[src/rtl/audio_uart_pkg.sv]
// Shared definitions for the audio-to-UART framing path.
// Contents:
//   DEFAULT_SYNC_BYTE - first byte of every frame unless overridden
//   framer_state_e    - framer FSM states
//   frame_len()       - bytes per frame for a given sample width
package audio_uart_pkg;

  localparam logic [7:0] DEFAULT_SYNC_BYTE = 8'hA5;

  typedef enum logic [2:0] {
    IDLE,
    LOAD,
    SEND,
    WAIT_HI,
    WAIT_LO
  } framer_state_e;

  // One sync byte, the sample bytes, then one checksum byte.
  function automatic int frame_len(input int sample_w);
    return sample_w / 8 + 2;
  endfunction

endpackage

[src/rtl/sample_fifo.sv]
// Small synchronous FIFO holding audio samples in front of the framer.
// Ports:
//   clk, rst_n  - system clock, asynchronous active-low reset
//   push, din   - write request and data (ignored when full unless popping)
//   pop, dout   - read request (ignored when empty); dout is registered and
//                 valid on the cycle after pop
//   level       - current occupancy, 0..DEPTH
//   full, empty - occupancy flags derived from level
module sample_fifo #(
  parameter int WIDTH = 16,
  parameter int DEPTH = 4
) (
  input  logic                     clk,
  input  logic                     rst_n,
  input  logic                     push,
  input  logic                     pop,
  input  logic [WIDTH-1:0]         din,
  output logic [WIDTH-1:0]         dout,
  output logic [$clog2(DEPTH):0]   level,
  output logic                     full,
  output logic                     empty
);

  localparam int PTR_W = $clog2(DEPTH);
  localparam int LVL_W = PTR_W + 1;

  logic [WIDTH-1:0] mem_q [DEPTH];
  logic [PTR_W-1:0] wr_ptr_q, wr_ptr_d;
  logic [PTR_W-1:0] rd_ptr_q, rd_ptr_d;
  logic [LVL_W-1:0] level_q, level_d;
  logic [WIDTH-1:0] dout_q, dout_d;
  logic             push_ok;
  logic             pop_ok;

  assign full  = (level_q == LVL_W'(DEPTH));
  assign empty = (level_q == '0);
  assign level = level_q;
  assign dout  = dout_q;

  // A push into a full FIFO is only legal when the same cycle pops, because
  // the read frees the slot the write lands in.
  assign pop_ok  = pop && !empty;
  assign push_ok = push && (!full || pop_ok);

  // DEPTH is a power of two, so the pointers wrap by plain overflow.
  always_comb begin
    wr_ptr_d = wr_ptr_q;
    rd_ptr_d = rd_ptr_q;
    level_d  = level_q;
    dout_d   = dout_q;
    if (push_ok) wr_ptr_d = wr_ptr_q + PTR_W'(1);
    if (pop_ok) begin
      rd_ptr_d = rd_ptr_q + PTR_W'(1);
      dout_d   = mem_q[rd_ptr_q];
    end
    if (push_ok && !pop_ok)      level_d = level_q + LVL_W'(1);
    else if (pop_ok && !push_ok) level_d = level_q - LVL_W'(1);
  end

  always_ff @(posedge clk or negedge rst_n) begin
    if (!rst_n) begin
      wr_ptr_q <= '0;
      rd_ptr_q <= '0;
      level_q  <= '0;
      dout_q   <= '0;
    end else begin
      wr_ptr_q <= wr_ptr_d;
      rd_ptr_q <= rd_ptr_d;
      level_q  <= level_d;
      dout_q   <= dout_d;
    end
  end

  // Storage is not reset; clearing the pointers discards the contents.
  always_ff @(posedge clk) begin
    if (push_ok) mem_q[wr_ptr_q] <= din;
  end

endmodule

[src/rtl/uart_sample_framer.sv]
// Buffers audio samples and serialises each one into a byte frame
// (SYNC, sample bytes MSB-first, XOR of the sample bytes) for uart_transmit.
// Ports:
//   clk, rst_n            - system clock, asynchronous active-low reset
//   in_sample/in_valid/in_ready - sample input handshake
//   tx_data/tx_send/tx_busy     - byte handshake with uart_transmit
//   frame_active          - a frame is being transmitted
//   fifo_level            - sample FIFO occupancy
//   overflow, ack_err     - sticky error flags, cleared only by reset
module uart_sample_framer
  import audio_uart_pkg::*;
#(
  parameter int         SAMPLE_W    = 16,
  parameter int         FIFO_DEPTH  = 4,
  parameter logic [7:0] SYNC_BYTE   = DEFAULT_SYNC_BYTE,
  parameter int         ACK_TIMEOUT = 4
) (
  input  logic                          clk,
  input  logic                          rst_n,
  input  logic [SAMPLE_W-1:0]           in_sample,
  input  logic                          in_valid,
  output logic                          in_ready,
  output logic [7:0]                    tx_data,
  output logic                          tx_send,
  input  logic                          tx_busy,
  output logic                          frame_active,
  output logic [$clog2(FIFO_DEPTH):0]   fifo_level,
  output logic                          overflow,
  output logic                          ack_err
);

  localparam int N     = frame_len(SAMPLE_W);
  localparam int IDX_W = $clog2(N + 1);
  localparam int TO_W  = $clog2(ACK_TIMEOUT + 1);

  framer_state_e         state_q, state_d;
  logic [SAMPLE_W-1:0]   shift_q, shift_d;
  logic [7:0]            chk_q, chk_d;
  logic [7:0]            tx_data_q, tx_data_d;
  logic [IDX_W-1:0]      byte_idx_q, byte_idx_d;
  logic [TO_W-1:0]       to_cnt_q, to_cnt_d;
  logic                  frame_active_q, frame_active_d;
  logic                  overflow_q, overflow_d;
  logic                  ack_err_q, ack_err_d;

  logic                  fifo_push, fifo_pop, fifo_full, fifo_empty;
  logic [SAMPLE_W-1:0]   fifo_dout;
  logic                  last_byte, timed_out;

  sample_fifo #(
    .WIDTH (SAMPLE_W),
    .DEPTH (FIFO_DEPTH)
  ) u_fifo (
    .clk   (clk),
    .rst_n (rst_n),
    .push  (fifo_push),
    .pop   (fifo_pop),
    .din   (in_sample),
    .dout  (fifo_dout),
    .level (fifo_level),
    .full  (fifo_full),
    .empty (fifo_empty)
  );

  // in_ready follows the registered level only; a push while full is still
  // taken when the framer pops in the same cycle.
  assign in_ready  = !fifo_full;
  assign fifo_pop  = (state_q == IDLE) && !fifo_empty && !tx_busy;
  assign fifo_push = in_valid && (in_ready || fifo_pop);
  assign last_byte = (byte_idx_q == IDX_W'(N - 1));
  assign timed_out = (to_cnt_q == TO_W'(ACK_TIMEOUT - 1));

  always_ff @(posedge clk or negedge rst_n) begin
    if (!rst_n) begin
      state_q        <= IDLE;
      shift_q        <= '0;
      chk_q          <= '0;
      tx_data_q      <= '0;
      byte_idx_q     <= '0;
      to_cnt_q       <= '0;
      frame_active_q <= 1'b0;
      overflow_q     <= 1'b0;
      ack_err_q      <= 1'b0;
    end else begin
      state_q        <= state_d;
      shift_q        <= shift_d;
      chk_q          <= chk_d;
      tx_data_q      <= tx_data_d;
      byte_idx_q     <= byte_idx_d;
      to_cnt_q       <= to_cnt_d;
      frame_active_q <= frame_active_d;
      overflow_q     <= overflow_d;
      ack_err_q      <= ack_err_d;
    end
  end

  always_comb begin
    state_d = state_q;
    case (state_q)
      IDLE:    if (fifo_pop) state_d = LOAD;
      LOAD:    state_d = SEND;
      SEND:    state_d = WAIT_HI;
      WAIT_HI: if (tx_busy || timed_out) state_d = WAIT_LO;
      WAIT_LO: if (!tx_busy) state_d = last_byte ? IDLE : LOAD;
      default: state_d = IDLE;
    endcase
  end

  // Datapath and flag updates. The popped sample only appears on fifo_dout
  // in the first LOAD, so it is captured there while SYNC goes out.
  always_comb begin
    shift_d        = shift_q;
    chk_d          = chk_q;
    tx_data_d      = tx_data_q;
    byte_idx_d     = byte_idx_q;
    to_cnt_d       = to_cnt_q;
    frame_active_d = frame_active_q;
    ack_err_d      = ack_err_q;
    overflow_d     = overflow_q | (in_valid && !in_ready && !fifo_pop);
    case (state_q)
      IDLE: begin
        if (fifo_pop) begin
          chk_d      = '0;
          byte_idx_d = '0;
        end
      end
      LOAD: begin
        frame_active_d = 1'b1;
        if (byte_idx_q == '0) begin
          tx_data_d = SYNC_BYTE;
          shift_d   = fifo_dout;
        end else if (last_byte) begin
          tx_data_d = chk_q;
        end else begin
          tx_data_d = shift_q[SAMPLE_W-1 -: 8];
          chk_d     = chk_q ^ shift_q[SAMPLE_W-1 -: 8];
          shift_d   = shift_q << 8;
        end
      end
      SEND: to_cnt_d = '0;
      WAIT_HI: begin
        if (!tx_busy) begin
          if (timed_out) ack_err_d = 1'b1;
          else           to_cnt_d  = to_cnt_q + TO_W'(1);
        end
      end
      WAIT_LO: begin
        if (!tx_busy) begin
          if (last_byte) frame_active_d = 1'b0;
          else           byte_idx_d     = byte_idx_q + IDX_W'(1);
        end
      end
      default: ;
    endcase
  end

  // tx_send decodes straight from the state so reset drops it immediately.
  always_comb begin
    tx_send      = (state_q == SEND);
    tx_data      = tx_data_q;
    frame_active = frame_active_q;
    overflow     = overflow_q;
    ack_err      = ack_err_q;
  end

endmodule
[config.mk]
export PLATFORM = sky130hd
export DESIGN_NAME = uart_sample_framer
export DESIGN_NICKNAME = d
export VERILOG_FILES = /design/src/rtl/audio_uart_pkg.sv /design/src/rtl/sample_fifo.sv /design/src/rtl/uart_sample_framer.sv
export SDC_FILE = /design/constraint.sdc
export NUM_CORES = 1
export LEC_CHECK = 0
export CAP_MARGIN = 0
export CORE_ASPECT_RATIO = 0.6
export CORE_MARGIN = 2
export CORE_UTILIZATION = 53
export DETAILED_ROUTE_END_ITERATION = 12
export GPL_TIMING_DRIVEN = 0
export PLACE_DENSITY = 0.76
export RECOVER_POWER = 25
export SYNTH_ARGS = -nofsm -noshare
export SYNTH_HDL_FRONTEND = slang
export SYNTH_SLANG_ARGS = --single-unit
export TNS_END_PERCENT = 5
[constraint.sdc]
create_clock -name clk -period 2.3 [get_ports clk]
set_input_delay 0.46 -clock clk [delete_from_list [all_inputs] [get_ports clk]]
set_output_delay 0.46 -clock clk [all_outputs]
set_load 0.05 [all_outputs]
-- Yosys cells after proc, flatten, opt, wreduce, memory -nomap -nowiden
Memories as Yosys holds them, arrays and structs flattened. A register that Yosys moved wholly into a read port is not among the register bits.
Index checks and enable logic that the tools add are counted.
- $add $sub $neg: 6
- multipliers: 0
- div/mod/pow operators: 0
- $lt $le $gt $ge: 0
- equal/unequal tests: 17
- shift-type cells: 0
- multiplexer cells: 27
- bitwise operators: 3
- reductions and logical operators: 34
- operators by type and width (operator ; number):
    $mux 8 ; 5
    $mux 16 ; 2
    $mux 3 ; 10
    $ne 2x2->1 const B ; 9
    $pmux 8 s2 ; 1
    $pmux 3 s5 ; 1
    $eq 3x2->1 const B ; 4
    $pmux 3 s2 ; 2
    $reduce_and 3->1 ; 4
    $reduce_bool 2->1 ; 5
    $add 3x1->3 const B ; 3
    $logic_and 1x1->1 ; 9
    $logic_not 3->1 ; 3
    $reduce_and 4->1 ; 2
    $xor 8x8->8 ; 1
    $logic_not 1->1 ; 7
    $eq 3x3->1 const B ; 2
    $mux 1 ; 5
    $add 2x1->2 const B ; 2
    $eq 3x1->1 const B ; 1
    $logic_or 1x1->1 ; 3
    $sub 3x1->3 const B ; 1
    $ne 2x1->1 const B ; 1
    $pmux 1 s2 ; 1
    3 further kinds ; 3
- register bits after elaboration: 51
- bits in latches: 0
- RAM bits: 64
- bits in read-only memories: 0
- input bits: 20
- output and inout port bits: 16
- logic and storage cells: 100
- memories kept: 1
- memory list (name ; depth ; width ; read ports ; clocked after Yosys merged registers in ; write ports ; line ; RTL):
    u_fifo.mem_q ; 4 ; 16 ; 1 ; 1 ; 1 ; sample_fifo.sv:27 ; logic [WIDTH-1:0] mem_q [DEPTH];

-- Logic depth before layout (Yosys ltp)
Gate-level depths: netlist of the first run.
- word-level depth: 11
- mapped depth: 10

-- Hierarchy
From an unflattened synthesis of the first run, not the netlist that was laid out.
- cell total of the unflattened synthesis: 346
- area total of the unflattened synthesis: 5527.8 µm²
- modules (own cells, without submodules) (module ; instances ; cells an instance ; area an instance (µm²)):
    sample_fifo ; 1 ; 153 ; 3399.5
    uart_sample_framer ; 1 ; 193 ; 2128.3

-- Worst setup path after synthesis of the first run
No wires, ideal clock.
- kind: reg2reg
- from: register u_fifo.level_q[2] (netlist: u_fifo.level[2])
- to: register u_fifo.level_q[1] (netlist: u_fifo.level[1])
- setup time: 0.125 ns
- data arrival time: 2.519 ns
- data required time: 2.175 ns
- setup slack: -0.344 ns
- cell stages (with the launch flop): 7
- period minus slack after synthesis: 2.644 ns
- path through: dfrtp_1 or3b_2 o21a_1 ha_1 inv_1 fa_1 mux2_2
- elaborated cells on any way between the ends: 17
- those cells by class: 1 x eq/ne; 1 x mux; 15 x reduce/logical
- RTL lines (what ; line ; RTL):
    from (decl) ; sample_fifo.sv:30 ; logic [LVL_W-1:0] level_q, level_d;
    from (signal assigned) ; sample_fifo.sv:69 ; level_q <= level_d;
    $eq 3x3->1 (*) ; sample_fifo.sv:35 ; assign full = (level_q == LVL_W'(DEPTH));
    $logic_not 1->1 (*) ; uart_sample_framer.sv:67 ; assign in_ready = !fifo_full;
    via in_ready ; uart_sample_framer.sv:22 ; output logic in_ready,
    $logic_or 1x1->1 ; uart_sample_framer.sv:69 ; assign fifo_push = in_valid && (in_ready || fifo_pop);
    $logic_and 1x1->1 ; uart_sample_framer.sv:69 ;
    $logic_and 1x1->1 (*) ; sample_fifo.sv:43 ; assign push_ok = push && (!full || pop_ok);
    via u_fifo.push_ok ; sample_fifo.sv:32 ; logic push_ok;
    $logic_and 1x1->1 (*) ; sample_fifo.sv:56 ; if (push_ok && !pop_ok) level_d = level_q + LVL_W'(1);
    $mux 3 (*) ; sample_fifo.sv:56 ;
    via u_fifo.level_d[1] ; sample_fifo.sv:30 ;
Mark *: on every way through the listed nets, which the timed path passes. The rest lies on a longest branch.
A chain may end at the register's enable or synchronous reset.

-- Worst setup path after layout of the first run
- from: register u_fifo.level_q[0] (netlist: u_fifo.level[0])
- to: register u_fifo.level_q[2] (netlist: u_fifo.level[2])
- longest elaborated chain between the ends: 10
- elaborated cells on any way between the ends: 20
- those cells by class: 2 x add/sub; 1 x eq/ne; 2 x mux; 15 x reduce/logical
- ends and longest elaborated chain (what ; line ; RTL):
    $logic_not 3->1 ; sample_fifo.sv:36 ; assign empty = (level_q == '0);
    $logic_not 1->1 ; sample_fifo.sv:42, uart_sample_framer.sv:68 ;
    $logic_and 1x1->1 (2 in series) ; uart_sample_framer.sv:68 ; assign fifo_pop = (state_q == IDLE) && !fifo_empty && !tx_busy;
    $logic_or 1x1->1 or $logic_and 1x1->1 (tied branches) ; uart_sample_framer.sv:69, sample_fifo.sv:42 ;
    $logic_and 1x1->1 or $logic_or 1x1->1 (tied branches) ; uart_sample_framer.sv:69, sample_fifo.sv:43 ;
    $logic_and 1x1->1 ; sample_fifo.sv:43 ;
    $logic_not 1->1 ; sample_fifo.sv:57 ; else if (pop_ok && !push_ok) level_d = level_q - LVL_W'(1);
    $logic_and 1x1->1 ; sample_fifo.sv:57 ;
    $reduce_bool 2->1 (no line) ; n/a ;
Several ways; a longest one is shown, not always the timed one. The select of a mux whose other input is x is not followed.

==> results of run 1 <==
[placed cells by master, fill, tap and decap left out, types with 5 or more instances in the layout]
cell type,count
edfxtp_1,64
clkinv_1,5
a31oi_1,12
clkbuf_16,17
buf_2,7
inv_1,9
dlygate4sd3_1,16
ha_1,9
o21a_1,8
nand2_1,8
clkdlybuf4s50_1,15
mux2_2,35
a22o_1,18
a21oi_1,17
o31ai_1,5
nor2_1,9
mux4_2,16
nor2b_1,10
clkbuf_1,13
dfrtp_1,64
[state kept, by name, indices dropped and copies added (netlist names), 3 cells and up]
signal and count:
tx_data 8, byte_idx_q 3, u_fifo.level 3, chk_q 8, to_cnt_q 3, state_q 3, u_fifo.mem_q 64, u_fifo.dout 16
shift_q 16
[cells by family after synthesis]
family | count (synthesis) | synth area share (%)
buffers and inverters | 28 | 2.35
flip-flops | 131 | 65.6
adder cells (fa/ha/maj) | 11 | 2.65
AO/OA/AOI/OAI | 71 | 9.26
multiplexers | 51 | 13.8
AND/OR/NAND/NOR | 50 | 5.45
XOR/XNOR | 6 | 0.958
[path summary, 6_finish.rpt]
path,from,cells after the start,slack [ps],endpoint
min,ack_err,2,470,ack_err
max reg2reg,u_fifo.level[0],9,30,u_fifo.level[2]
max in group asynchronous,rst_n,1,660,u_fifo.level[0]
min reg2reg,ack_err,2,470,ack_err
max,u_fifo.level[0],9,30,u_fifo.level[2]
min in group asynchronous,rst_n,1,490,shift_q[6]
[repair_timing]
item                                    in CTS  in global routing
gates resized for setup                      4                  9
hold buffers                                 0                  0
pin swaps                                    1                  2
setup buffers                                1                  0
endpoints found under the setup margin      68                 60
[metal layers]
metal  track usage [%]  part of all wire (%)
met4              7.77                  0.40
met3              4.70                   5.4
met5                 0                     0
met2              30.7                    46
met1              31.1                    48
[layout make-up]
cell class | instances | share of cell area, %
Tap cell | 135 | 2.57
Clock inverter | 9 | 0.972
Multi-Input combinational cell | 189 | 27.5
Inverter | 10 | 0.572
Sequential cell | 131 | 54.9
Timing Repair Buffer | 35 | 5.19
Clock buffer | 23 | 6.83
Buffer | 18 | 1.47
[where the power goes]
part	switching, uW	leakage (uW)	internal (uW)	total [uW]
Combinational	1850	0.000871	1540	3380
Clock	929	0.000250	1460	2390
Sequential	435	0.00139	3270	3700
[worst reg2reg max path: stages (launching register included)]
cell and delay, ps:
dfrtp_2 440, or3_4 450, nand2_8 130, buf_8 160
ha_4 160, inv_2 40, fa_1 370, xor2_1 170
nor2_1 120, xor2_1 150
[metrics by stage]
stage	cells	cell area [um2]
6_report	550	6560
3_5_place_dp	517	6030
3_3_place_gp	517	6030
5_1_grt	550	6560
2_1_floorplan	348	5520
4_1_cts	550	6550
==> impl_results.md, run 1 <==
- Result of the run: finished with violations
- Violations in the final reports: max-capacitance violations, max-slew violations
- Slowest-stage cell, CP: or3_4
- Transition at the pin with the smallest max-transition slack: between 1500 and 2000 ps
- Number of nets in the final layout: between 400 and 500
- Post-synthesis sequential area ratio: 65.6%
- Class of the most critical setup path: register to register
- Worst hold path type: register to register
- Final critical delay including setup and external delays: between 2000 and 2500 ps
- Setup total negative slack: 0 ps
- Final core utilization: 66.0%
- Maximum fanout along the worst path: 10
- Initial cell density of the core: about 55%
- Final wirelength: around 11 mm
- GR Util All Layers: between 20% and 30%
- Clock latency on the worst-skew pair: roughly 400 ps
- Crit path buffers/inverters: 2
- Top post-synthesis cells by area: edfxtp_1, dfrtp_1, mux2_2
- Overall die width: 135 um
- # port buffers: 34
- Clock-pin slew reported for the worst setup and hold paths after clock tree synthesis: 50 ps
- # DRC: 0
- Final Wtd Congestion: between 0.7 and 0.8
- Synth-to-layout area growth: 19.6%
- Most used cell, CP: xor2_1
- Yosys cell types: 45
- Die ar.: roughly 0.011 mm2
- Syn Nets: between 300 and 400
- Y dimension of the die: approximately 83 um
- Worst slew margin relative to its limit: -14.3%
- # Max-Cap Violations: 1
- ANT nets after route: 0
- Area of the core: roughly 0.0099 mm2
- Per-instance average area after synthesis: between 15 and 20 um2
- Area occupied by multi-input gates: about 0.0018 mm2
- Total clock buffers created by CTS: 17
- TritonCTS clock tree: done
- Total iterations of the first detailed-routing run: 4
- Post-DR vias/cell: around 5.7
- Clock skew: roughly 14 ps
- H-Tree Level Count: 4
- Number of endpoints failing setup at the final stage: 0
- Pin count of the biggest net entering global routing: 68
- Power Total: around 9500 uW
- Proportion of netlist area held by the largest area contributor: a little over a third
- Via count of the routed design: around 3.1k
- Number of rows created at floorplan: 28
- Fill cells: a little under 700
- Final worst slack: 31.7 ps
- Gate Count Post-Synth: 348
- Fmax achieved: around 440 MHz
- CTS sink count: about 130
- Power per cell area: approximately 1400 mW/mm2
- Routed wire length per instance: ~19 um
- Setup crit start kind: register
- Post-detailed-placement half-perimeter wirelength: between 6 and 7 mm
- Clk root buf: clkbuf_16
- Mapped cell area: about 0.0055 mm2
- Via count of the first global-routing pass: around 3.4k
- Leading cell types by count after synthesis: dfrtp_1, edfxtp_1, mux2_2, a22o_1, a21oi_1
- Most used DFF post-synth: dfrtp_1
- Crit path max-delay family: simple AND/OR/NAND/NOR gates
- Yosys warns: 0
- Unrepaired setup endpoints after global routing: true
- CP arrival: around 2600 ps
- Count of boundary I/O pins: 36
- Antenna violations before repair: 0
- DRC violation total after the first TritonRoute iteration: 311
- Gr ovfl total: 0
- Peak supply drop: roughly 850 uV
- Worst EP required: approximately 2600 ps
- Fraction of layout instances using a drive strength above 1: between 20% and 30%
- Dominant cell by count in the synthesized netlist: dfrtp_1
- WHS: between 400 and 500 ps
- Number of diodes: 0
- Number of buffers between clock root and the deepest sink: 2
- Delay of the slowest cell on the worst path: approximately 450 ps
- Worst-path cell chain: or3_4 -> nand2_8 -> buf_8 -> ha_4 -> inv_2 -> fa_1 -> xor2_1 -> nor2_1 -> xor2_1
- First-pass GRT wire length: approximately 18 mm
- Post-placement worst setup slack: -260 ps
- Final hold violations: 0
- Most area-hungry cell type in the Yosys netlist: edfxtp_1
- Number of enable-type register cells in the synthesized netlist: 64
- Endpoint kind of the worst setup timing path: register
- Static leakage: about 0.0025 uW
- Final count of pins violating max slew: 68
- Reg area: ~0.0036 mm2
- Share of flip-flops with an asynchronous set or reset: between 50% and 60%
- Count of state elements after synthesis: approximately 130
- Fin crit share: 98.6%
No activity file was read; power rests on OpenSTA's default activity.
==> run 2: changes to the inputs <==
--- a/config.mk
+++ b/config.mk
@@ -13,6 +13,7 @@
 export GPL_TIMING_DRIVEN = 0
 export PLACE_DENSITY = 0.76
 export RECOVER_POWER = 25
+export SLEW_MARGIN = 25
 export SYNTH_ARGS = -nofsm -noshare
 export SYNTH_HDL_FRONTEND = slang
 export SYNTH_SLANG_ARGS = --single-unit
==> run 2 against run 1 <==
The run now ends clean. Non-clock buffer count grew 3. Sequential cell count unchanged. Worst setup slack worse by 6.5 ps. Die area unchanged. Via count rose by 1.9%. Total power rose by 0.25%. Clock-buffer cell count did not move. Utilization is 0.35 points higher. Clock power is essentially flat. Critical endpoint unchanged. Largest cell class unchanged.
==> impl_results.md, run 2 (synthesis gave the netlist of run 1 again) <==
- Fraction of layout instances using a drive strength above 1: 27.1% (+1.3 points)
- Fmax achieved: 440 MHz (-0.29%)
- Power Total: 9500 uW (+0.25%)
- ANT nets after route: 0 (unchanged)
- Overall die width: 135 um (unchanged)
- Worst slew margin relative to its limit: 47.9% (+62 points)
- Most used cell, CP: xor2_1
- Final critical delay including setup and external delays: 2270 ps (+6.52 ps)
- Post-DR vias/cell: 5.80 (+1.6%)
- Post-detailed-placement half-perimeter wirelength: 7.08 mm (+2.6%)
- Worst-path cell chain: or3_4 -> nand2_8 -> buf_8 -> ha_4 -> inv_2 -> fa_1 -> xor2_1 -> nor2_1 -> xor2_1
- Slowest-stage cell, CP: or3_4
- Total iterations of the first detailed-routing run: 5 (+1)
- Delay of the slowest cell on the worst path: 470 ps (+20 ps)
- Power share of the clock group: 25.3% (about the same)
- Antenna violations before repair: 0 (unchanged)
- Fill cells: 696 (+1.2%)
- Static leakage: 0.00254 uW (+1.1%)
- Worst hold path type: register to register
- Die ar.: 0.0112 mm2 (unchanged)
- CTS sink count: 131 (unchanged)
- Maximum fanout along the worst path: 10 (unchanged)
- Setup crit start kind: register
- Final wirelength: 10.7 mm (+1.5%)
- Logic pwr share: 35.7% (about the same)
- Gr ovfl total: 0 (unchanged)
- TritonCTS clock tree: done
- Internal Dissipation: 6270 uW (+0.11%)
- Class of the most critical setup path: register to register
- Switching power summed over all nets: 3230 uW (+0.54%)
- Fin crit share: 98.9% (+0.28 points)
- CP arrival: 2620 ps (+20 ps)
- Count of boundary I/O pins: 36 (unchanged)
- Clk root buf: clkbuf_16
- Clock-pin slew reported for the worst setup and hold paths after clock tree synthesis: 60 ps (about the same)
- Final Wtd Congestion: 0.739 (unchanged)
- Final core utilization: 66.3% (+0.35 points)
- # port buffers: 34 (unchanged)
- Via count of the routed design: 3199 (+1.9%)
- Number of nets in the final layout: 436 (+0.69%)
- GR Util All Layers: 21.5% (+0.50 points)
- Via count of the first global-routing pass: 3395 (-1.1%)
- Y dimension of the die: 82.8 um (unchanged)
- Power per cell area: 1440 mW/mm2 (-0.28%)
- Number of endpoints failing setup at the final stage: 0 (unchanged)
- Relative contribution of sequential cells to total power: 38.9% (-0.2 points)
- Flip-flop count of the largest register, all copies and words added: 64 (unchanged)
- Number of rows created at floorplan: 28 (unchanged)
- H-Tree Level Count: 4 (unchanged)
- Area of the core: 0.00995 mm2 (unchanged)
- Worst EP required: 2650 ps (+20 ps)
- Final hold violations: 0 (unchanged)
- First-pass GRT wire length: 17.9 mm (+0.86%)
- Total clock buffers created by CTS: 17 (unchanged)
- Peak supply drop: 842 uV (-1.2%)
- Routed wire length per instance: 19.4 um (+1.1%)
- # DRC: 0 (unchanged)
- Transition at the pin with the smallest max-transition slack: 771 ps (-944 ps)
- DRC violation total after the first TritonRoute iteration: 262 (-16%)
- Most used cells in the layout excluding fill and tap cells: dfrtp_1, edfxtp_1, mux2_2
- # Max-Cap Violations: 0 (-1)
- Number of diodes: 0 (unchanged)
- Result of the run: finished clean
- Number of buffers between clock root and the deepest sink: 2 (unchanged)
- Register bank with the most flops: u_fifo.mem_q
- Pin count of the biggest net entering global routing: 40 (-41%)
- Initial cell density of the core: 55.1% (unchanged)
- Synth-to-layout area growth: 20.3%
- Endpoint kind of the worst setup timing path: register
- Reg-to-reg slack, setup: 30 ps (about the same)
- Clock skew: 15.4 ps (+1.10 ps)
- Final count of pins violating max slew: 0 (-100%)
- Crit path max-delay family: simple AND/OR/NAND/NOR gates
- Clock latency on the worst-skew pair: 420 ps (about the same)
- Crit path buffers/inverters: 2 (unchanged)
- Unrepaired setup endpoints after global routing: true
- Switching Share: 34.0% (+0.096 points)
[run 2: layer usage]
layer  global-route usage, %  share of wire [%]  up-vias
met5                       0                  0        -
met4                    7.39                1.5        0
met3                    6.90                4.7       16
met2                    31.1                 45       83
met1                    31.1                 48     1659
li1                        -                  -     1441
[run 2: worst register-to-register path: cells and delay by family, from the launching register on]
family | cells | cell delay [ps]
buffers and inverters | 2 | 190
adder cells (fa/ha/maj) | 2 | 520
AND/OR/NAND/NOR | 3 | 720
flip-flops | 1 | 440
XOR/XNOR | 2 | 320
[run 2: timing repair]
action	CTS	global route
setup buffers	0	2
gates resized for setup	6	8
hold buffers	1	0
setup endpoints to repair	68	36
endpoints found under the hold margin	28	0
gates cloned	0	0
pin swaps	0	1
[run 2: layout make-up]
class	count	area, um2	area share, %
sequential	131	3600	54.6
clock inverter	8	63.8	0.967
clock buffer	23	448	6.79
timing repair buffer	38	374	5.67
tap	135	169	2.56
inverter	10	37.5	0.569
buffer	18	97.6	1.48
multi-input combinational	189	1810	27.4
[run 2: path summary, 6_finish.rpt]
check                                     start               to  cells past startpoint
worst max-delay path            u_fifo.level[0]  u_fifo.level[2]                      9
worst min-delay path                    ack_err          ack_err                      2
worst max register to register  u_fifo.level[0]  u_fifo.level[2]                      9
worst min register to register          ack_err          ack_err                      2
max in group asynchronous                 rst_n  u_fifo.level[2]                      3
min in group asynchronous                 rst_n  u_fifo.dout[14]                      2
[run 2: power groups by stage]
stage | clock network (uW) | logic [uW] | registers (uW)
floorplan | 0 | 2250 | 3890
global placement | 0 | 3250 | 3690
detailed placement | 0 | 3380 | 3740
CTS | 2420 | 3400 | 3700
global route | 2530 | 3700 | 3780
finish | 2400 | 3390 | 3700
[run 2: per-stage QoR]
| stage | instance area [um2] | setup WS, ps | hold slack (ps) | std cells | setup TNS, ps |
|---|---|---|---|---|---|
| 2_1_floorplan | 5520 | 4.63 | 164 | 348 | 0 |
| 3_3_place_gp | 6030 | -1730 | 441 | 517 | -112990 |
| 3_5_place_dp | 6050 | -267 | 418 | 518 | -15940 |
| 4_1_cts | 6570 | -135 | 472 | 550 | -1850 |
| 5_1_grt | 6600 | -81.0 | 486 | 552 | -137 |
| 6_report | 6600 | 25.2 | 467 | 552 | 0 |
==> run 3: changes to the inputs <==
--- a/config.mk
+++ b/config.mk
@@ -8,10 +8,10 @@
 export CAP_MARGIN = 0
 export CORE_ASPECT_RATIO = 0.6
 export CORE_MARGIN = 2
-export CORE_UTILIZATION = 53
+export CORE_UTILIZATION = 58
 export DETAILED_ROUTE_END_ITERATION = 12
 export GPL_TIMING_DRIVEN = 0
-export PLACE_DENSITY = 0.76
+export PLACE_DENSITY = 0.78
 export RECOVER_POWER = 25
 export SLEW_MARGIN = 25
 export SYNTH_ARGS = -nofsm -noshare
==> constraint.sdc (replaced) <==
create_clock -name clk -period 2.1 [get_ports clk]
set_input_delay 0.42 -clock clk [delete_from_list [all_inputs] [get_ports clk]]
set_output_delay 0.42 -clock clk [all_outputs]
set_load 0.05 [all_outputs]
==> run 3 against run 2 <==
The run now ends with negative setup slack left. Routed wire length down 0.66%. Clock skew is 5.8 ps lower. Die area is 8.3% lower. First-iteration DRC count is 3.1% higher. Non-clock buffer count rose by 3. Total power up 16%. Global-route usage rose by 2.0 points. Utilization increased by 7.3 points. Largest cell class unchanged. Highest routed layer unchanged.
==> impl_results.md, run 3 (synthesis gave the netlist of run 1 again) <==
- Number of endpoints failing setup at the final stage: 1 (+1)
- Slowest-stage cell, CP: dfrtp_2
- Post-detailed-placement half-perimeter wirelength: 6.69 mm (-5.5%)
- Crit path max-delay family: flip-flops
- Count of boundary I/O pins: 36 (unchanged)
- Pin count of the biggest net entering global routing: 44 (+10%)
- Reg-to-reg slack, setup: 30 ps (about the same)
- Fin crit share: 100%
- Via count of the first global-routing pass: 3326 (-2.0%)
- Area after DPL: 0.00604 mm2 (-0.10%)
- Number of diodes: 0 (unchanged)
- Clock-pin slew reported for the worst setup and hold paths after clock tree synthesis: 50 ps (about the same)
- Reg-to-reg endpoint: u_fifo.level[1]
- Area occupied by multi-input gates: 0.00182 mm2 (+0.97%)
- Final critical delay including setup and external delays: between 2000 and 2500 ps
- Total iterations of the first detailed-routing run: 4 (-1)
- Result of the run: finished with violations
- # port buffers: 34 (unchanged)
- Number of rows created at floorplan: 27 (-3.6%)
- CP arrival: 1680 ps (-940 ps)
- Unrepaired setup endpoints after global routing: true
- Worst slew margin relative to its limit: 2.42% (-45 points)
- Clock skew: 9.56 ps (-5.84 ps)
- Post-placement worst setup slack: -440 ps (-173 ps)
- Internal Dissipation: 7420 uW (+18%)
- Routed wire length per instance: 19.3 um (-0.48%)
- Maximum fanout along the worst path: 5 (-5)
- Setup crit start kind: register
- Clk root buf: clkbuf_16
- H-Tree Level Count: 4 (unchanged)
- GR Util All Layers: 23.5% (+2.0 points)
- Number of buffers between clock root and the deepest sink: 2 (unchanged)
- Power per cell area: 1620 mW/mm2 (+13%)
- WL met2: 5.06 mm (+4.1%)
- Reg-to-reg startpoint: u_fifo.level[1]
- Worst hold endpoint: overflow
- Worst-path cell chain: or3b_4 -> dlygate4sd2_1
- Most used cells in the layout excluding fill and tap cells: edfxtp_1, dfrtp_1, mux2_2
- Final wirelength: 10.7 mm (-0.66%)
- Logic pwr share: 34.9% (-0.8 points)
- Total clock buffers created by CTS: 17 (unchanged)
- Launch point of the worst hold path: overflow
- Initial cell density of the core: 59.7% (+4.6 points)
- Register bank with the most flops: u_fifo.mem_q
- Antenna violations before repair: 0 (unchanged)
- ANT nets after route: 0 (unchanged)
- Die ar.: 0.0103 mm2 (-8.3%)
- Final hold violations: 0 (unchanged)
- Switching power summed over all nets: 3560 uW (+10%)
- Clock latency on the worst-skew pair: 400 ps (-20 ps)
- Crit path buffers/inverters: 1 (-1)
- Final core utilization: 73.6% (+7.3 points)
- Hold Crit Depth: 1 (-1)
- Final count of pins violating max slew: 0 (unchanged)
- Routed wire length on met3: 483 um (-3.8%)
- Uppermost signal routing layer after detailed routing: met4
- # DRC: 0 (unchanged)
- CTS sink count: 131 (unchanged)
- Worst hold path type: register to register
- First-pass GRT wire length: 17.6 mm (-1.7%)
- DRC violation total after the first TritonRoute iteration: 270 (+3.1%)
- Gr ovfl total: 0 (unchanged)
- Post-DR vias/cell: 5.73 (-1.2%)
- Violations in the final reports: negative setup slack
- Worst Reg-to-Reg Cells: 6 (-3)
- Class of the most critical setup path: register to primary output
- Fmax achieved: between 400 and 500 MHz
- Y dimension of the die: 79.3 um (-4.2%)
- Final Wtd Congestion: 0.767 (+3.9%)
- Via count of the routed design: 3155 (-1.4%)
- Routed length on met1: 5.08 mm (-2.3%)
- Delay of the slowest cell on the worst path: 430 ps (-40 ps)
- Endpoint kind of the worst setup timing path: primary output
- Power share of the clock group: 28.2% (+2.9 points)
- Fraction of layout instances using a drive strength above 1: 29.2% (+2.1 points)
- Transition at the pin with the smallest max-transition slack: 1460 ps (+693 ps)
- TritonCTS clock tree: done
- Relative contribution of sequential cells to total power: 37.0% (-1.9 points)
- Synth-to-layout area growth: 23.2%
- Fill cells: 575 (-17%)
- Peak supply drop: 918 uV (+8.9%)
- Fin area: 0.00676 mm2 (+2.5%)
- Worst EP required: 1680 ps (-970 ps)
- Area of the core: 0.00919 mm2 (-7.6%)
- Reg area: 0.00360 mm2 (about the same)
- Most frequent standard cell in the layout excluding fill and tap cells: edfxtp_1
- Final worst slack: -0.155 ps (-25.4 ps)
- Number of nets in the final layout: 439 (+0.69%)
- # Max-Cap Violations: 0 (unchanged)
- Overall die width: 130 um (-4.3%)
- Static leakage: 0.00260 uW (+2.3%)
- Power Total: 11000 uW (+16%)
- Flip-flop count of the largest register, all copies and words added: 64 (unchanged)
- Switching Share: 32.4% (-1.6 points)
run 3: changes by cell type in the layout (fill, tap and decap cells not counted), moves of 2 or more:
cell        delta
and2_2         -2
and2_4         +2
buf_4          +3
bufinv_16      +4
clkbuf_1       -3
clkbuf_2       -2
clkbuf_4       +2
clkinv_1       +2
clkinv_2       -4
clkinvlp_4     +2
dfrtp_1        -2
dfrtp_2        +2
run 3: cell type report:
type | instances | area share, %
Buffer | 16 | 1.24
Clock buffer | 20 | 6.46
Clock inverter | 12 | 2.76
Inverter | 10 | 0.555
Multi-Input combinational cell | 189 | 27.0
Sequential cell | 131 | 53.3
Tap cell | 130 | 2.41
Timing Repair Buffer | 43 | 6.31
run 3: worst max path at each step:
stage                               start                  to  cells past startpoint
after global placement              rst_n     u_fifo.level[2]                      1
after detailed placement          tx_busy  u_fifo.mem_q[0][2]                      4
after global routing      u_fifo.level[1]            in_ready                      2
final                     u_fifo.level[1]            in_ready                      2
after CTS                      state_q[2]     u_fifo.level[2]                     10
after floorplan           u_fifo.level[1]     u_fifo.level[1]                      6
run 3: layer usage:
layer,track usage (%),up-vias
li1,-,1454
met1,33.6,1612
met2,35.5,85
met3,7.41,4
met4,5.81,0
met5,0,-
run 3: timing repair:
item | CTS | global route
gates cloned | 0 | 0
hold endpoints to repair | 24 | 0
hold buffers | 1 | 0
setup endpoints to repair | 86 | 24
setup buffers | 6 | 1
gates resized for setup | 13 | 13
pin swaps | 2 | 3
run 3: metrics by stage:
stage / instances / hold slack, ps / TNS, ps
floorplan: 348 / 124 / -367
global placement: 512 / 442 / -132290
detailed placement: 513 / 351 / -26940
CTS: 551 / 463 / -116
global route: 551 / 483 / -210
finish: 551 / 455 / -0.155
run 3: power by group through the flow:
stage	Sequential, uW	Clock [uW]	Combinational [uW]
3_5_place_dp	4080	0	3680
4_1_cts	4040	3120	3850
3_3_place_gp	4030	0	3570
6_report	4060	3090	3830
5_1_grt	4150	3260	4140
2_1_floorplan	4260	0	2460
==> patch (settings of run 2) <==
The 5 states of `framer_state_e` get a one-hot encoding in 5 bits.
--- a/src/rtl/audio_uart_pkg.sv
+++ b/src/rtl/audio_uart_pkg.sv
@@ -7,12 +7,12 @@
 
   localparam logic [7:0] DEFAULT_SYNC_BYTE = 8'hA5;
 
-  typedef enum logic [2:0] {
-    IDLE,
-    LOAD,
-    SEND,
-    WAIT_HI,
-    WAIT_LO
+  typedef enum logic [4:0] {
+    IDLE    = 5'b00001,
+    LOAD    = 5'b00010,
+    SEND    = 5'b00100,
+    WAIT_HI = 5'b01000,
+    WAIT_LO = 5'b10000
   } framer_state_e;
 
   // One sync byte, the sample bytes, then one checksum byte.
Function: same outputs for any inputs over 10 cycles, from zero or initial values and one cycle with rst_n low; not proved beyond that.
==> patch against run 2 <==
  * Fmax grew 2.5%
  * Register-to-register slack gained 0.07 ns
  * Setup slack gained 0.055 ns
  * Area after synthesis grew 0.48%
  * Combinational power shrank 20%
  * Non-clock buffer count grew 12
  * Wire length shrank 1.1%
  * Design area grew 3.9%
  * Power shrank 3.4%
  * Die area grew 0.46%
  * Sequential cell count grew 2
  * Critical path type is now reg -> out
  * Critical endpoint is now tx_send
  * Highest routed layer unchanged
==> patch: results (changes against run 2) <==
qor: global_route.global_route.usage.met3 5.250% [-1.6 points]
qor: yosys.post_synthesis_net_count 415 [+9.5%]
qor: place.place_inst 555 [+7.1%]
qor: yosys.fraction_of_synthesized_cell_area_in_xor_and_xnor_cells 0.9532% [-0.0046 points]
qor: route.routedLengthMet1 5130 µm [-1.3%]
qor: route.routed_wire_length_per_instance 17.71 µm [-8.9%]
qor: power_and_ir_drop.p_leak 2.747 nW [+8.0%]
qor: route.met2_wirelength 4856 µm [about the same]
qor: critical_path.reg2reg_depth 10 [+1]
qor: critical_path.cp.arrival 1.76 ns [-0.86 ns]
qor: global_route.grt_max_degree 53 [+33%]
qor: yosys.netlist_top_cells_count dfrtp_1 (68), edfxtp_1 (64), nand2_1 (59)
qor: critical_path.crit_path_max_incr_delay 0.43 ns [-0.04 ns]
qor: sta.whs 0.4711 ns [+0.004048 ns]
qor: yosys.seq_area_frac_synth 66.21% [+0.62 points]
qor: place.placedInstanceArea 6096 µm² [+0.77%]
qor: place.place.gp.congestion 0.7958 [+7.7%]
qor: route.vias 3362 [+5.1%]
qor: clocking.number_of_gates_resized_after_cts 16 [+10]
qor: global_route.gr-usage-met2 30.03% [-1.0 points]
qor: critical_path.crit_path_max_fanout 9 [-1]
qor: yosys.yosys_warnings 0 [unchanged]
qor: place.dp.final_hpwl 6922 µm [-2.2%]
qor: global_route.grt_first_pass_wirelength 17760 µm [-0.73%]
qor: hold_path.holdCritStartpoint overflow$_DFF_PN0_
qor: hold_path.min_to overflow$_DFF_PN0_
qor: power_and_ir_drop.powerDensity 1337 nW/µm² [-7.1%]
qor: cells_and_area.non_filler_cells_final 599 [+8.5%]
qor: cells_and_area.fin_nets 482 [+11%]
qor: power_and_ir_drop.maximum_resistive_drop_on_vdd 1.044 mV [+24%]
qor: place.io_buffer_count 35 [+2.9%]
qor: yosys.number_of_different_library_cells_in_the_post_synthesis_netlist 49 [+8.9%]
qor: critical_path.rrSetupSlack 0.10 ns [+0.07 ns]
qor: sta.worst_pin_slew 1.052 ns [+0.2819 ns]
qor: run_status.status finished clean
qor: global_route.global_route.usage.met1 31.32% [+0.27 points]
qor: yosys.ys_async_sr_fraction 51.88% [+0.73 points]
qor: route.wl_met3 486 µm [-3.2%]
qor: route.drt_iter0_markers 278 [+6.1%]
qor: yosys.compound_gate_portion_of_the_synthesized_area 8.806% [-0.45 points]
qor: yosys.post_synth_inst_count 384 [+10%]
qor: global_route.global_route.usage.total 20.84% [-0.65 points]
-- patch: cell count changes after synthesis, moves of 4 or more --
cell	run 2	this run
nand2_1	8	59
o21a_1	9	0
o21ai_0	2	6
a2bb2oi_1	0	8
mux2i_1	0	9
a31oi_1	12	4
o22ai_1	1	17
mux2_2	35	2
a21oi_1	17	1
-- patch: worst reg2reg max path, cell delays in order (launching register included) --
cell and delay [ns]:
dfrtp_2 0.45, or3_1 0.34, and4_1 0.20, buf_6 0.13, clkinv_8 0.05, ha_4 0.13, inv_2 0.03, fa_2 0.32
xor2_1 0.14, nor2_1 0.15, xor2_1 0.17
-- patch: worst max path at each step --
stage / from / end / slack [ns] / cells after the start
floorplan: u_fifo.level[1]$_DFFE_PN0P_ / u_fifo.level[2]$_DFFE_PN0P_ / -0.05 / 11
global placement: rst_n / u_fifo.level[2]$_DFFE_PN0P_ / -1.76 / 1
detailed placement: tx_busy / u_fifo.mem_q[1][12]$_DFFE_PP_ / -0.79 / 5
CTS: u_fifo.level[1]$_DFFE_PN0P_ / u_fifo.level[2]$_DFFE_PN0P_ / 0.01 / 10
global route: state_q[3]$_DFFE_PN0P_ / u_fifo.level[2]$_DFFE_PN0P_ / -0.05 / 10
finish: state_q[4]$_DFFE_PN0P_ / tx_send / 0.08 / 4
-- patch: layout make-up --
| class | count | share of cell area [%] |
|---|---|---|
| Inverter | 13 | 0.8942 |
| Sequential cell | 133 | 53.28 |
| Clock inverter | 15 | 2.974 |
| Buffer | 19 | 1.788 |
| Tap cell | 135 | 2.464 |
| Multi-Input combinational cell | 218 | 25.53 |
| Clock buffer | 17 | 6.204 |
| Timing Repair Buffer | 49 | 6.861 |
-- patch: power breakdown --
group | internal [mW] | switching (mW)
clock network | 1.82 | 1.04
registers | 3.20 | 0.401
logic | 1.24 | 1.47
total | 6.26 | 2.91
